--- config.mk ---
export PLATFORM = sky130hd
export DESIGN_NAME = wm8731_dac_i2s
export DESIGN_NICKNAME = d
export VERILOG_FILES = /design/src/rtl/wm8731_pkg.sv /design/src/rtl/wm8731_dac_i2s_bclk_gen.sv /design/src/rtl/wm8731_dac_i2s.sv
export SDC_FILE = /design/constraint.sdc
export NUM_CORES = 1
export LEC_CHECK = 0
export BUFFER_PORTS_ARGS = -buffer_cell sky130_fd_sc_hd__buf_2
export CAP_MARGIN = 10
export CORE_MARGIN = 5
export CORE_UTILIZATION = 40
export DETAILED_ROUTE_END_ITERATION = 6
export GPL_ROUTABILITY_DRIVEN = 1
export SYNTH_ARGS = -nofsm -noshare
export SYNTH_HDL_FRONTEND = slang
export SYNTH_SLANG_ARGS = --single-unit
--- constraint.sdc ---
create_clock -name clk -period 2.4 [get_ports clk]
set_input_delay 0.48 -clock clk [delete_from_list [all_inputs] [get_ports clk]]
set_output_delay 0.48 -clock clk [all_outputs]
set_load 0.01 [all_outputs]
--- src/rtl/wm8731_pkg.sv ---
// Shared WM8731 codec definitions: I2C address, register map and digital
// audio interface field encodings used by the config sequencer and the I2S path.
package wm8731_pkg;

    localparam logic [6:0] WM8731_I2C_ADDR = 7'h1A;

    localparam logic [6:0] REG_DIG_IF_FMT  = 7'h07;
    localparam logic [6:0] REG_SAMPLING    = 7'h08;
    localparam logic [6:0] REG_RESET       = 7'h0F;

    typedef enum logic [1:0] {
        FMT_RIGHT_J = 2'b00,
        FMT_LEFT_J  = 2'b01,
        FMT_I2S     = 2'b10,
        FMT_DSP     = 2'b11
    } fmt_e;

    typedef enum logic [1:0] {
        IWL_16 = 2'b00,
        IWL_20 = 2'b01,
        IWL_24 = 2'b10,
        IWL_32 = 2'b11
    } iwl_e;

    typedef enum logic {
        CHAN_LEFT  = 1'b0,
        CHAN_RIGHT = 1'b1
    } chan_e;

    function automatic iwl_e iwl_for_width(input int width);
        case (width)
            20:      return IWL_20;
            24:      return IWL_24;
            32:      return IWL_32;
            default: return IWL_16;
        endcase
    endfunction

    // Codec runs as slave (MS bit 6 clear) because this block drives BCLK/DACLRC.
    function automatic logic [8:0] dig_if_fmt_word(input fmt_e fmt, input iwl_e iwl);
        return {5'b00000, iwl, fmt};
    endfunction

endpackage

--- src/rtl/wm8731_dac_i2s_bclk_gen.sv ---
// BCLK generator: divides clk by 2*CLK_DIV and flags the clk cycle on which
// bclk is about to fall, which is when every serial output is allowed to change.
module bclk_gen #(
    parameter int CLK_DIV = 8
) (
    input  logic clk,
    input  logic reset,
    input  logic enable,
    output logic bclk,
    output logic fall_evt
);

    localparam int DIV_W = (CLK_DIV > 2) ? $clog2(CLK_DIV) : 1;
    localparam logic [DIV_W-1:0] DIV_LAST = DIV_W'(CLK_DIV - 1);

    logic [DIV_W-1:0] div;
    logic             div_wrap;

    assign div_wrap = (div == DIV_LAST);
    assign fall_evt = enable && bclk && div_wrap;

    always_ff @(posedge clk or posedge reset) begin
        if (reset) begin
            div  <= '0;
            bclk <= 1'b0;
        end else if (!enable) begin
            div  <= '0;
            bclk <= 1'b0;
        end else if (div_wrap) begin
            div  <= '0;
            bclk <= ~bclk;
        end else begin
            div  <= div + 1'b1;
        end
    end

endmodule

--- src/rtl/wm8731_dac_i2s.sv ---
// I2S master transmitter for the WM8731 DAC: one-deep stereo hold buffer,
// slot counter and MSB-first shift register with the I2S one-BCLK data delay.
module wm8731_dac_i2s
    import wm8731_pkg::*;
#(
    parameter int CLK_DIV  = 8,
    parameter int SAMPLE_W = 16
) (
    input  logic                clk,
    input  logic                reset,
    input  logic                enable,
    input  logic                s_valid,
    output logic                s_ready,
    input  logic [SAMPLE_W-1:0] s_left,
    input  logic [SAMPLE_W-1:0] s_right,
    output logic                bclk,
    output logic                daclrc,
    output logic                dacdat,
    output logic                underrun
);

    localparam int FRAME_W = 2 * SAMPLE_W;
    localparam int K_W     = $clog2(FRAME_W);
    localparam logic [K_W-1:0] K_LAST  = K_W'(FRAME_W - 1);
    localparam logic [K_W-1:0] K_RIGHT = K_W'(SAMPLE_W);

    logic                       fall_evt;
    logic [K_W-1:0]             k;
    logic [K_W-1:0]             k_next;
    chan_e                      chan_next;
    logic                       hold_full;
    logic signed [SAMPLE_W-1:0] hold_left;
    logic signed [SAMPLE_W-1:0] hold_right;
    logic [FRAME_W-1:0]         shift_reg;
    logic                       xfer;
    logic                       frame_load;

    bclk_gen #(
        .CLK_DIV (CLK_DIV)
    ) u_bclk_gen (
        .clk      (clk),
        .reset    (reset),
        .enable   (enable),
        .bclk     (bclk),
        .fall_evt (fall_evt)
    );

    assign s_ready    = enable && !reset && !hold_full;
    assign xfer       = s_valid && s_ready;
    assign k_next     = (k == K_LAST) ? '0 : k + 1'b1;
    assign chan_next  = (k_next >= K_RIGHT) ? CHAN_RIGHT : CHAN_LEFT;
    assign frame_load = fall_evt && (k_next == '0);

    always_ff @(posedge clk or posedge reset) begin
        if (reset) begin
            k         <= K_LAST;
            hold_full <= 1'b0;
            shift_reg <= '0;
            daclrc    <= 1'b0;
            dacdat    <= 1'b0;
            underrun  <= 1'b0;
        end else if (!enable) begin
            k         <= K_LAST;
            hold_full <= 1'b0;
            shift_reg <= '0;
            daclrc    <= 1'b0;
            dacdat    <= 1'b0;
            underrun  <= 1'b0;
        end else begin
            underrun <= 1'b0;
            if (xfer) begin
                hold_full <= 1'b1;
            end
            if (fall_evt) begin
                k      <= k_next;
                daclrc <= chan_next;
                // Old MSB goes out first: this is the one-BCLK I2S delay.
                dacdat <= shift_reg[FRAME_W-1];
                if (frame_load) begin
                    if (hold_full) begin
                        shift_reg <= {hold_left, hold_right};
                        hold_full <= 1'b0;
                    end else begin
                        shift_reg <= '0;
                        underrun  <= 1'b1;
                    end
                end else begin
                    shift_reg <= {shift_reg[FRAME_W-2:0], 1'b0};
                end
            end
        end
    end

    // Sample payload only; its validity is carried by hold_full.
    always_ff @(posedge clk) begin
        if (xfer) begin
            hold_left  <= s_left;
            hold_right <= s_right;
        end
    end

endmodule

Word-level counts from Yosys, hierarchy flattened. Cells that the tools add are included.

Register bits after elaboration: 77. Input bits: 36. Output and inout port bits: 5. Word-level logic and storage cells: 52.

Add/subtract/negate cells: 2. Magnitude comparators: 1. Equal/unequal tests: 4. Multiplexer cells: 25. Bitwise gates (word level): 1. Reductions and logical operators: 9.

Operators with widths (number): $mux 32 (4); $mux 1 (16); $mux 5 (3); $logic_and 1x1->1 (6); $mux 3 (2); $add 5x1->5 const B (1); $eq 5x5->1 const B (1); $ge 5x5->1 const B (1); $logic_not 5->1 (1); $ne 2x1->1 const B (2); $add 3x1->3 const B (1); $eq 3x3->1 const B (1); $logic_not 1->1 (2); $not 1->1 (1).

Logic depth before layout (Yosys ltp). Gate-level depths: netlist of run 1.

Depth after elaboration: 9. Gate-level depth with buffers: 8. Mapped depth without buffers: 7.

Cells and area by module. From an unflattened synthesis of run 1, not the netlist that was laid out.

Cell total of the unflattened synthesis: 273. Area total of the unflattened synthesis: 3321.9 um2.

Modules (own cells, without submodules): wm8731_dac_i2s (times used 1, cells each 260, area an instance 3150.5 um2, seq. area each 1993.2 um2); bclk_gen (times used 1, cells each 13, area an instance 171.4 um2, seq. area each 100.1 um2).

Worst setup path before layout of run 1. Ideal clock, no wire load.

Path type: input to register. Start: input port enable. End: register hold_left[0] (enable). Library setup time: 0.392 ns. Arrival: 1.952 ns. Data required time: 2.008 ns. Setup slack: 0.055 ns. Stages on the path: 3. Buffers on the path: 1. Cells stage by stage: clkbuf_1 > nor3b_1 > and2_1.

Cells in the longest elaborated chain, start to end: 3.

RTL lines: from (decl) (RTL line wm8731_dac_i2s.sv:11) `input logic enable,`; $logic_and 1x1->1 (2 in a row) (RTL line wm8731_dac_i2s.sv:48) `assign s_ready = enable && !reset && !hold_full;`; via s_ready (RTL line wm8731_dac_i2s.sv:13) `output logic s_ready,`; $logic_and 1x1->1 (RTL line wm8731_dac_i2s.sv:49) `assign xfer = s_valid && s_ready;`; via xfer (RTL line wm8731_dac_i2s.sv:35) `logic xfer;`; to (signal assigned) (RTL line wm8731_dac_i2s.sv:97) `hold_left <= s_left;`; to (decl) (RTL line wm8731_dac_i2s.sv:32) `logic signed [SAMPLE_W-1:0] hold_left;`.

The timed path passes the listed nets, and every way through them passes these cells. A chain may end at the register's enable or synchronous reset.

Worst setup path in the final report of run 1.
Start: register k[0]. End: register shift_reg[14].

Cells in the longest elaborated chain, start to end: 7. Elaborated cells between the ends (all ways): 8. Those cells by class: 1 x add/sub; 1 x eq/ne; 4 x mux; 2 x reduce/logical.

RTL lines: from (decl) (RTL line wm8731_dac_i2s.sv:28) `logic [K_W-1:0] k;`; from (signal assigned) (RTL line wm8731_dac_i2s.sv:75) `k <= k_next;`; $add 5x1->5 / $eq 5x5->1 (equally long branches) (RTL line wm8731_dac_i2s.sv:50) `assign k_next = (k == K_LAST) ? '0 : k + 1'b1;`; $mux 5 * (RTL line wm8731_dac_i2s.sv:50); $logic_not 5->1 * (RTL line wm8731_dac_i2s.sv:52) `assign frame_load = fall_evt && (k_next == '0);`; $logic_and 1x1->1 * (RTL line wm8731_dac_i2s.sv:52); $mux 32 * (RTL line wm8731_dac_i2s.sv:79) `if (frame_load) begin`; $mux 32 * (RTL line wm8731_dac_i2s.sv:74) `if (fall_evt) begin`; $mux 32 * (RTL line wm8731_dac_i2s.sv:62) `end else if (!enable) begin`; to (signal assigned) (RTL line wm8731_dac_i2s.sv:81) `shift_reg <= {hold_left, hold_right};`; to (signal assigned) (RTL line wm8731_dac_i2s.sv:88) `shift_reg <= {shift_reg[FRAME_W-2:0], 1'b0};`; to (decl) (RTL line wm8731_dac_i2s.sv:34) `logic [FRAME_W-1:0] shift_reg;`.

Every way passes the cells marked *; elsewhere a longest branch is shown, timed or not. The select of a mux whose other input is x is not followed.

==> run_results.csv, run 1 <==
group,metric,value,unit
layout,largest_reg_flops,32,
route,highest_layer,"met4",
synthesis,ys_top_cells_by_area,"dfrtp_1 32%, edfxtp_1 31%, a221o_2 10%, and3_1 6.3%, dfstp_2 4.2%",
layout,syn2layout_area_growth,20.0,%
timing,slew_headroom,0.622,
cts,clkSinkCount,77,
synthesis,synth_most_common_cell,"dfrtp_1",
global_route,grt_pass1_vias,1924,
setup_path,r2r_cells,9,
setup_path,critPathCaptureType,"register",
floorplan,die_h,98.0,um
setup_path,worst_ep_required_time,2680,ps
floorplan,die_x,98.0,um
global_route,grt_overflow,0,
timing,finalCritPeriodShare,0.946,
setup_path,path_max_fanout,11,
timing,finalHoldViolCount,0,
synthesis,synth_edf_count,32,
global_route,grt_max_degree,46,
synthesis,synth-seq-cells,77,
timing,final-setup-viol-count,0,
layout,layout.nets,300,
setup_path,critPathSlowestCell,"dfstp_2",
power_and_ir_drop,ir_drop,0.522,mV
setup_path,crit_buf_inv,2,
synthesis,synth_common_cells,"40 x dfrtp_1, 32 x edfxtp_1, 31 x and3_1, 28 x a221o_2, 13 x nand2_1",
power_and_ir_drop,total_power,0.00252,W
timing,min_period,2270,ps
synthesis,synthArstFlopShare,0.584,
route,drt_iter0_drc,126,
global_route,antenna_found_initial,0,
job,max-cap-violations,0,
cts,cts_tree,"built",
setup_path,cp_top_family,"flip-flops",
synthesis,synthAdderAreaFrac,0.0202,
timing,tns,0,ps
timing,drv_slew,0,
cts,cts_inserted_buffers,9,
cts,worstSkewPairLatency,340,ps
layout,multi_input_area,941,um2
route,vias,1887,
floorplan,ioPinCount,41,
layout,final_util,0.486,
placed_design,gp_congestion,0.762,
synthesis,synthXorXnorAreaFrac,0.00566,
route,ant_nets,0,
route,met2_length,2.74,mm
placed_design,io_buffers,40,
synthesis,syn_area,3100,um2
cts,ctsHoldBuffers,0,
setup_path,cp-start-kind,"register",
synthesis,yosys.area.top_type,"dfrtp_1",
route,wl_met3,190,um
setup_path,crit_path_end,"shift_reg[14]$_DFFE_PP0P_",
cts,htreeDepth,3,
layout,stdcell_count,366,
setup_path,r2r_end,"shift_reg[14]$_DFFE_PP0P_",
synthesis,synth_flop_cell,"dfrtp_1",
placed_design,dp_hpwl,3.53,mm
route,vias_per_cell,5.16,
synthesis,yosys.area_share.simple,0.129,
synthesis,syn_avg_cell_area,14.7,um2
timing,worst_pin_slew,566,ps
cts,root_buffer,"clkbuf_8",
layout,seqCellArea,2090,um2
setup_path,path_class,"reg2reg",
placed_design,place_inst,348,
floorplan,row_count,32,
route,drc,0,
timing,finalClockSkew,11.6,ps
floorplan,coreArea,7650,um2
timing,rsz0062_at_grt,"no",
synthesis,synthDistinctLibCells,34,
timing,fmax,440,MHz
layout,fillers,685,
cts,clkTransAtPathRegs,80,ps
worst_hold_path,min-delay-path-class,"in2async",
synthesis,synth_fp_nets,252,
route,wl_per_cell,15.9,um
synthesis,synth_seq_area_share,0.676,
layout,drive_gt1_frac,0.417,
global_route,grt_pass1_wl,9.67,mm
synthesis,synth_top_family_by_area,"compound AO/OA/AOI/OAI gates",
synthesis,synth_top_cell_area_share,0.323,
global_route,grt_util_all_layers,0.127,
setup_path,critPathArrivalTime,2550,ps
setup_path,worst-r2r-setup-slack,130,ps
setup_path,r2r-start,"k[0]$_DFFE_PP1P_",
route,routed_wirelength,5.82,mm
layout,diodes,0,
cts,clockBufferDepth,2,
run_status,outcome,"finished clean",
synthesis,synth_compound_area_frac,0.132,
setup_path,worstPathCellList,"ha_1 > and3_2 > ha_4 > nor2b_1 > mux2_4 > nor4b_4 > buf_4 > clkbuf_16 > a221o_2",
setup_path,cp.depth,9,
route,dr.pass1.iters,4,
setup_path,startpoint,"k[0]$_DFFE_PP1P_",
route,drt-met1-wl,2.80,mm
synthesis,yosysWarnings,0,
power_and_ir_drop,p_per_area,679,nW/um2
floorplan,die-area,9600,um2
floorplan,initial_utilization,0.405,
synthesis,synthCells,211,
synthesis,synth_mux_area_frac,0.00808,
power_and_ir_drop,p_leak,1.72,nW
setup_path,cpPeakStageDelay,570,ps
[tightest hold or removal path, cell delays in order]
cell and delay [ps]:
buf_2 100, clkinv_1 40, buf_4 470
[what timing repair did]
action / in CTS / in global routing
setup endpoints to repair: 0 / 31
setup buffers: 0 / 1
gates resized for setup: 0 / 8
[through the flow]
stage,hold slack [ps],worst slack (ps),instance area (um2)
after floorplan,416,55.3,3100
after global placement,433,106,3440
after detailed placement,437,86.1,3440
after CTS,294,29.3,3650
after global routing,292,20.3,3710
final,283,128,3710
[layout by cell type, fill, tap and decap left out, types with 2 or more instances in the layout]
cell / Yosys / final
clkinv_1: 0 / 2
clkinv_2: 0 / 2
buf_6: 3 / 2
nor3b_1: 2 / 2
o21ai_0: 4 / 3
buf_2: 2 / 40
a21boi_0: 2 / 2
and2_1: 5 / 5
dfrtp_1: 40 / 40
edfxtp_1: 32 / 32
clkbuf_8: 0 / 9
buf_4: 0 / 9
and3_1: 31 / 31
a221o_2: 28 / 28
ha_1: 5 / 4
dfstp_2: 5 / 5
a221o_1: 3 / 3
bufinv_16: 0 / 2
nand3_1: 4 / 4
nor2_1: 3 / 3
nand2_1: 13 / 13
[power breakdown]
part	leakage [nW]	switching (W)	internal, W
clock	0.107	0.000462	0.000580
sequential	0.901	0.00000839	0.00140
combinational	0.709	0.0000447	0.0000314
total	1.72	0.000515	0.00201
[cells by family (layout without fill, tap and decap cells)]
| family | after synthesis | after routing |
|---|---|---|
| compound gates | 41 | 41 |
| xor+xnor | 2 | 2 |
| fa+ha+maj | 5 | 5 |
| buf+inv | 17 | 70 |
| flops | 77 | 77 |
| mux | 2 | 2 |
| simple gates | 67 | 67 |
[routing by layer]
layer	global-route usage	up-vias
li1	-	911
met1	0.178	928
met2	0.192	39
met3	0.0293	9
met4	0.0479	0
met5	0	-
[worst min-delay path by stage]
stage / endpoint / slack, ps / from
after floorplan: u_bclk_gen.div[0]$_DFF_PP0_ / 420 / u_bclk_gen.div[0]$_DFF_PP0_
after global placement: u_bclk_gen.div[0]$_DFF_PP0_ / 430 / u_bclk_gen.div[0]$_DFF_PP0_
after detailed placement: u_bclk_gen.div[0]$_DFF_PP0_ / 440 / u_bclk_gen.div[0]$_DFF_PP0_
after CTS: u_bclk_gen.bclk$_DFFE_PP0P_ / 290 / reset
after global routing: hold_left[7]$_DFFE_PP_ / 290 / s_left[7]
final: shift_reg[0]$_DFFE_PP0P_ / 280 / reset
[final cells by class]
type	count	area share
multi-input combinational	117	0.253
timing repair buffer	53	0.0903
clock inverter	7	0.0243
tap	102	0.0344
inverter	1	0.00101
clock buffer	9	0.0333
sequential	77	0.563
Power figures use the tool's default switching activity.
==> run 2: changes to the inputs <==
Settings changed: RECOVER_POWER set to 100.
==> run 2 against run 1 <==
  * Fmax is 0.18% higher
  * Sequential share of layout area is 0.38 points higher
  * Die area stayed put
  * Clock skew hardly changed
  * Clock power hardly changed
  * Wire length is 0.17% higher
  * Hold slack better by 26 ps
  * Clock-buffer cell count stayed put
  * Utilization is 0.33 points lower
  * Via count is 0.26% higher
  * Critical path depth stayed put
==> run_results.csv, run 2 (same netlist as run 1, synthesis figures left out) <==
group,metric,value,unit
worst_hold_path,min_path_cells,1,
timing,tns,0,ps
setup_path,worst-r2r-setup-slack,130,ps
timing,min_period,2270,ps
global_route,grt_max_degree,46,
placed_design,place_inst,348,
route,vias,1892,
setup_path,worstPathCellList,"ha_1 > and3_2 > ha_4 > nor2b_1 > mux2_4 > nor4b_2 > buf_4 > clkbuf_16 > a221o_2",
timing,worst_pin_slew,1110,ps
route,dr.pass1.iters,4,
power_and_ir_drop,p_per_area,684,nW/um2
global_route,antenna_found_initial,0,
floorplan,row_count,32,
setup_path,critPathSlowestCell,"dfstp_2",
route,drc,0,
floorplan,initial_utilization,0.405,
cts,root_buffer,"clkbuf_8",
timing,slew_headroom,0.258,
layout,largest_reg_flops,32,
route,vias_per_cell,5.17,
worst_hold_path,min-delay-path-class,"in2reg",
timing,final-setup-viol-count,0,
placed_design,io_buffers,40,
placed_design,pre_cts_ws,86.1,ps
timing,fin_ws,133,ps
layout,layout_common_cells,"40 x dfrtp_1, 33 x buf_2, 32 x edfxtp_1",
timing,finalCritPeriodShare,0.945,
timing,finalHoldViolCount,0,
timing,rsz0062_at_grt,"no",
setup_path,critPathCaptureType,"register",
setup_path,critPathArrivalTime,2550,ps
floorplan,die_x,98.0,um
setup_path,path_max_fanout,11,
layout,final_common_cell,"dfrtp_1",
cts,htreeDepth,3,
cts,worstSkewPairLatency,340,ps
route,ant_nets,0,
placed_design,place_area,3440,um2
global_route,grt_util_all_layers,0.127,
setup_path,cp-start-kind,"register",
cts,cts_inserted_buffers,9,
setup_path,cpPeakStageDelay,570,ps
floorplan,ioPinCount,41,
setup_path,path_class,"reg2reg",
layout,fillers,687,
power_and_ir_drop,ir_drop,0.522,mV
timing,drv_slew,0,
route,drt_iter0_drc,126,
floorplan,coreArea,7650,um2
layout,diodes,0,
layout,syn2layout_area_growth,19.2,%
setup_path,worst_ep_required_time,2680,ps
cts,clockBufferDepth,2,
placed_design,dp_hpwl,3.53,mm
placed_design,gp_congestion,0.762,
job,max-cap-violations,0,
floorplan,die_h,98.0,um
power_and_ir_drop,p_leak,1.68,nW
route,routed_wirelength,5.83,mm
layout,drive_gt1_frac,0.390,
run_status,outcome,"finished clean",
setup_path,r2r_cells,9,
cts,clkSinkCount,77,
layout,stdcell_count,366,
global_route,grt_pass1_vias,1924,
floorplan,die-area,9600,um2
global_route,grt_pass1_wl,9.67,mm
global_route,grt_overflow,0,
timing,fmax,441,MHz
layout,layout.nets,300,
cts,cts_tree,"built",
route,wl_per_cell,15.9,um
layout,fin_area,3690,um2
cts,clkTransAtPathRegs,80,ps
timing,finalClockSkew,11.8,ps
## run 2: through the flow
stage               total power [W]  hold slack [ps]   util
finish                      0.00252              309  0.482
CTS                         0.00255              294  0.478
global route                0.00263              292  0.482
detailed placement          0.00151              437  0.450
global placement            0.00151              433  0.450
floorplan                   0.00146              416      -
## run 2: area by class of cell
cell class | instances | area, um2 | share of cell area
repair buffers | 53 | 319 | 0.0865
clock inverters | 7 | 90.1 | 0.0244
clock buffers | 9 | 124 | 0.0336
flip-flops and latches | 77 | 2090 | 0.567
inverters | 1 | 3.75 | 0.00102
multi-input cells | 117 | 932 | 0.253
well taps | 102 | 128 | 0.0346
## run 2: power breakdown
group	total [W]	internal, W	switching, W
sequential	0.00141	0.00140	0.00000832
combinational	0.0000738	0.0000292	0.0000446
clock	0.00104	0.000580	0.000463
total	0.00252	0.00201	0.000516
## run 2: timing repair
| action | in CTS | in global routing |
|---|---|---|
| buffers inserted | 0 | 1 |
| resized for setup | 0 | 8 |
| setup endpoints to repair | 0 | 31 |
| hold buffers | 0 | 0 |
## run 2: worst paths after layout
| path | to | startpoint |
|---|---|---|
| max in group asynchronous | shift_reg[13]$_DFFE_PP0P_ | reset |
| setup / recovery | shift_reg[14]$_DFFE_PP0P_ | k[0]$_DFFE_PP1P_ |
| setup reg to reg | shift_reg[14]$_DFFE_PP0P_ | k[0]$_DFFE_PP1P_ |
| hold / removal | hold_right[4]$_DFFE_PP_ | s_right[4] |
| hold reg to reg | u_bclk_gen.div[0]$_DFF_PP0_ | u_bclk_gen.div[0]$_DFF_PP0_ |
| min in group asynchronous | shift_reg[0]$_DFFE_PP0P_ | reset |
## run 2: routing by layer
metal  wire length, um  vias up  global-route usage
met4                93        0              0.0479
met5                 0        -                   0
met3               195        9              0.0293
met1              2810      934               0.178
li1                  -      910                   -
met2              2730       39               0.192
## run 2: worst max-delay path: cells and delay by family (launching register included)
family	cells	cell delay [ps]
and+or+nand+nor	3	530
adders and majority gates	2	340
muxes	1	280
buffers and inverters	2	350
DFF	1	570
AOI/OAI and AO/OA	1	130
==> run 3: changes to the inputs <==
Settings changed: CORE_ASPECT_RATIO set to 1.4, PLACE_DENSITY set to 0.63.
==> run 3 against run 2 <==
  * Sequential cell count stayed put
  * Hold slack lost 3.3 ps
  * Cell count decreased by 1.4%
==> run_results.csv, run 3 (same netlist as run 1, synthesis figures left out) <==
group,metric,value,unit
run_status,outcome,"finished clean",
power_and_ir_drop,seqPwrFrac,0.576,
timing,slew_headroom,0.251,
timing,tns,0,ps
job,max-cap-violations,0,
floorplan,initial_utilization,0.405,
setup_path,path_class,"reg2reg",
cts,clockBufferDepth,2,
setup_path,critPathSlowestCell,"dfstp_2",
cts,root_buffer,"clkbuf_8",
setup_path,worstPathCellList,"ha_1 > and3_2 > ha_2 > nor2b_2 > o21a_1 > a21oi_2 > buf_4 > a221o_2",
power_and_ir_drop,p_clk_frac,0.394,
cts,clkTransAtPathRegs,80,ps
layout,seqCellArea,2090,um2
timing,worst_pin_slew,1120,ps
power_and_ir_drop,p_per_area,673,nW/um2
layout,stdcell_count,361,
floorplan,ioPinCount,41,
floorplan,row_count,38,
floorplan,die_x,84.4,um
placed_design,io_buffers,40,
cts,clkSinkCount,77,
placed_design,gp_congestion,0.731,
layout,layout_common_cells,"40 x dfrtp_1, 33 x buf_2, 32 x edfxtp_1",
floorplan,die-area,9630,um2
power_and_ir_drop,p_leak,1.66,nW
placed_design,place_inst,345,
route,vias,1886,
global_route,grt_max_degree,46,
route,dr.pass1.iters,4,
timing,final-setup-viol-count,0,
setup_path,cpPeakStageDelay,570,ps
layout,final_common_cell,"dfrtp_1",
layout,drive_gt1_frac,0.379,
setup_path,crit_buf_inv,1,
setup_path,critPathCaptureType,"register",
power_and_ir_drop,total_power,0.00244,W
placed_design,dp_hpwl,3.60,mm
cts,worstSkewPairLatency,340,ps
setup_path,critPathArrivalTime,2530,ps
layout,layout.nets,297,
route,wl_per_cell,15.7,um
timing,min_period,2310,ps
worst_hold_path,min-delay-path-class,"in2reg",
global_route,grt_pass1_vias,1980,
global_route,grt_overflow,0,
floorplan,coreArea,7650,um2
power_and_ir_drop,p_int,0.00195,W
global_route,antenna_found_initial,0,
timing,finalCritPeriodShare,0.961,
route,routed_wirelength,5.67,mm
layout,largest_reg_flops,32,
setup_path,cp_top_family,"compound AO/OA/AOI/OAI gates",
route,drt_iter0_drc,133,
timing,fmax,433,MHz
cts,cts_setup_buffers,0,
route,ant_nets,0,
power_and_ir_drop,power_switching,0.000492,W
timing,rsz0062_at_grt,"no",
route,vias_per_cell,5.22,
setup_path,path_max_fanout,19,
layout,syn2layout_area_growth,17.2,%
timing,whs,306,ps
route,drc,0,
cts,cts_tree,"built",
setup_path,worst_ep_required_time,2620,ps
cts,htreeDepth,3,
global_route,grt_pass1_wl,9.65,mm
timing,finalHoldViolCount,0,
global_route,grt_util_all_layers,0.128,
power_and_ir_drop,swShare,0.201,
cts,cts_inserted_buffers,9,
timing,finalClockSkew,10.9,ps
power_and_ir_drop,combPwrFrac,0.030,
floorplan,die_h,114,um
timing,drv_slew,0,
layout,multi_input_area,927,um2
setup_path,cp-start-kind,"register",
power_and_ir_drop,ir_drop,0.449,mV
layout,diodes,0,
layout,fillers,662,
run 3: cell count changes in the layout (fill, tap and decap cells not counted), sizes merged:
cell / before / now
buf: 42 / 39
bufinv: 2 / 0
clkbuf: 20 / 25
clkinv: 5 / 2
clkinvlp: 1 / 0
inv: 0 / 1
run 3: worst reg2reg max path: stages, from the launching register on:
cell	delay [ps]
dfstp_2	570
ha_1	160
and3_2	180
ha_2	280
nor2b_2	130
o21a_1	170
a21oi_2	80
buf_4	220
a221o_2	400
run 3: metal layers:
layer,GRT usage,vias up,routed length [um]
met5,0,-,0
met4,0.0570,0,106
met3,0.0374,9,243
met2,0.208,36,2870
met1,0.159,939,2450
li1,-,902,-
run 3: final cells by class:
type,instances,share of cell area
clock inverters,2,0.00310
inverters,1,0.00103
well taps,100,0.0345
clock buffers,14,0.0534
flip-flops and latches,77,0.577
repair buffers,50,0.0758
multi-input cells,117,0.255
run 3: repair_timing:
action	4_1_cts	5_1_grt
hold buffers	0	0
gates resized for setup	0	5
endpoints found under the setup margin	0	31
run 3: power by group through the flow:
stage               registers, W   logic, W  clock network [W]
floorplan                0.00143  0.0000341                  0
global placement         0.00143  0.0000757                  0
detailed placement       0.00143  0.0000782                  0
CTS                      0.00141  0.0000782           0.000996
global route             0.00141  0.0000867            0.00105
finish                   0.00141  0.0000736           0.000961
run 3: per-stage QoR:
stage / area [um2] / util / setup WS (ps)
after global routing: 3630 / 0.474 / 1.30
after CTS: 3630 / 0.475 / 33.3
after floorplan: 3100 / - / 55.3
after global placement: 3430 / 0.448 / 115
after detailed placement: 3430 / 0.448 / 73.4
final: 3630 / 0.474 / 92.7
run 3: worst paths after layout:
path,startpoint,end,slack [ps],depth (start not counted)
max,k[0]$_DFFE_PP1P_,shift_reg[14]$_DFFE_PP0P_,90,8
min,s_left[12],hold_left[12]$_DFFE_PP_,310,1
max reg2reg,k[0]$_DFFE_PP1P_,shift_reg[14]$_DFFE_PP0P_,90,8
min reg2reg,u_bclk_gen.div[0]$_DFF_PP0_,u_bclk_gen.div[0]$_DFF_PP0_,450,1
max in group asynchronous,reset,shift_reg[4]$_DFFE_PP0P_,1230,3
min in group asynchronous,reset,dacdat$_DFFE_PP0P_,480,3
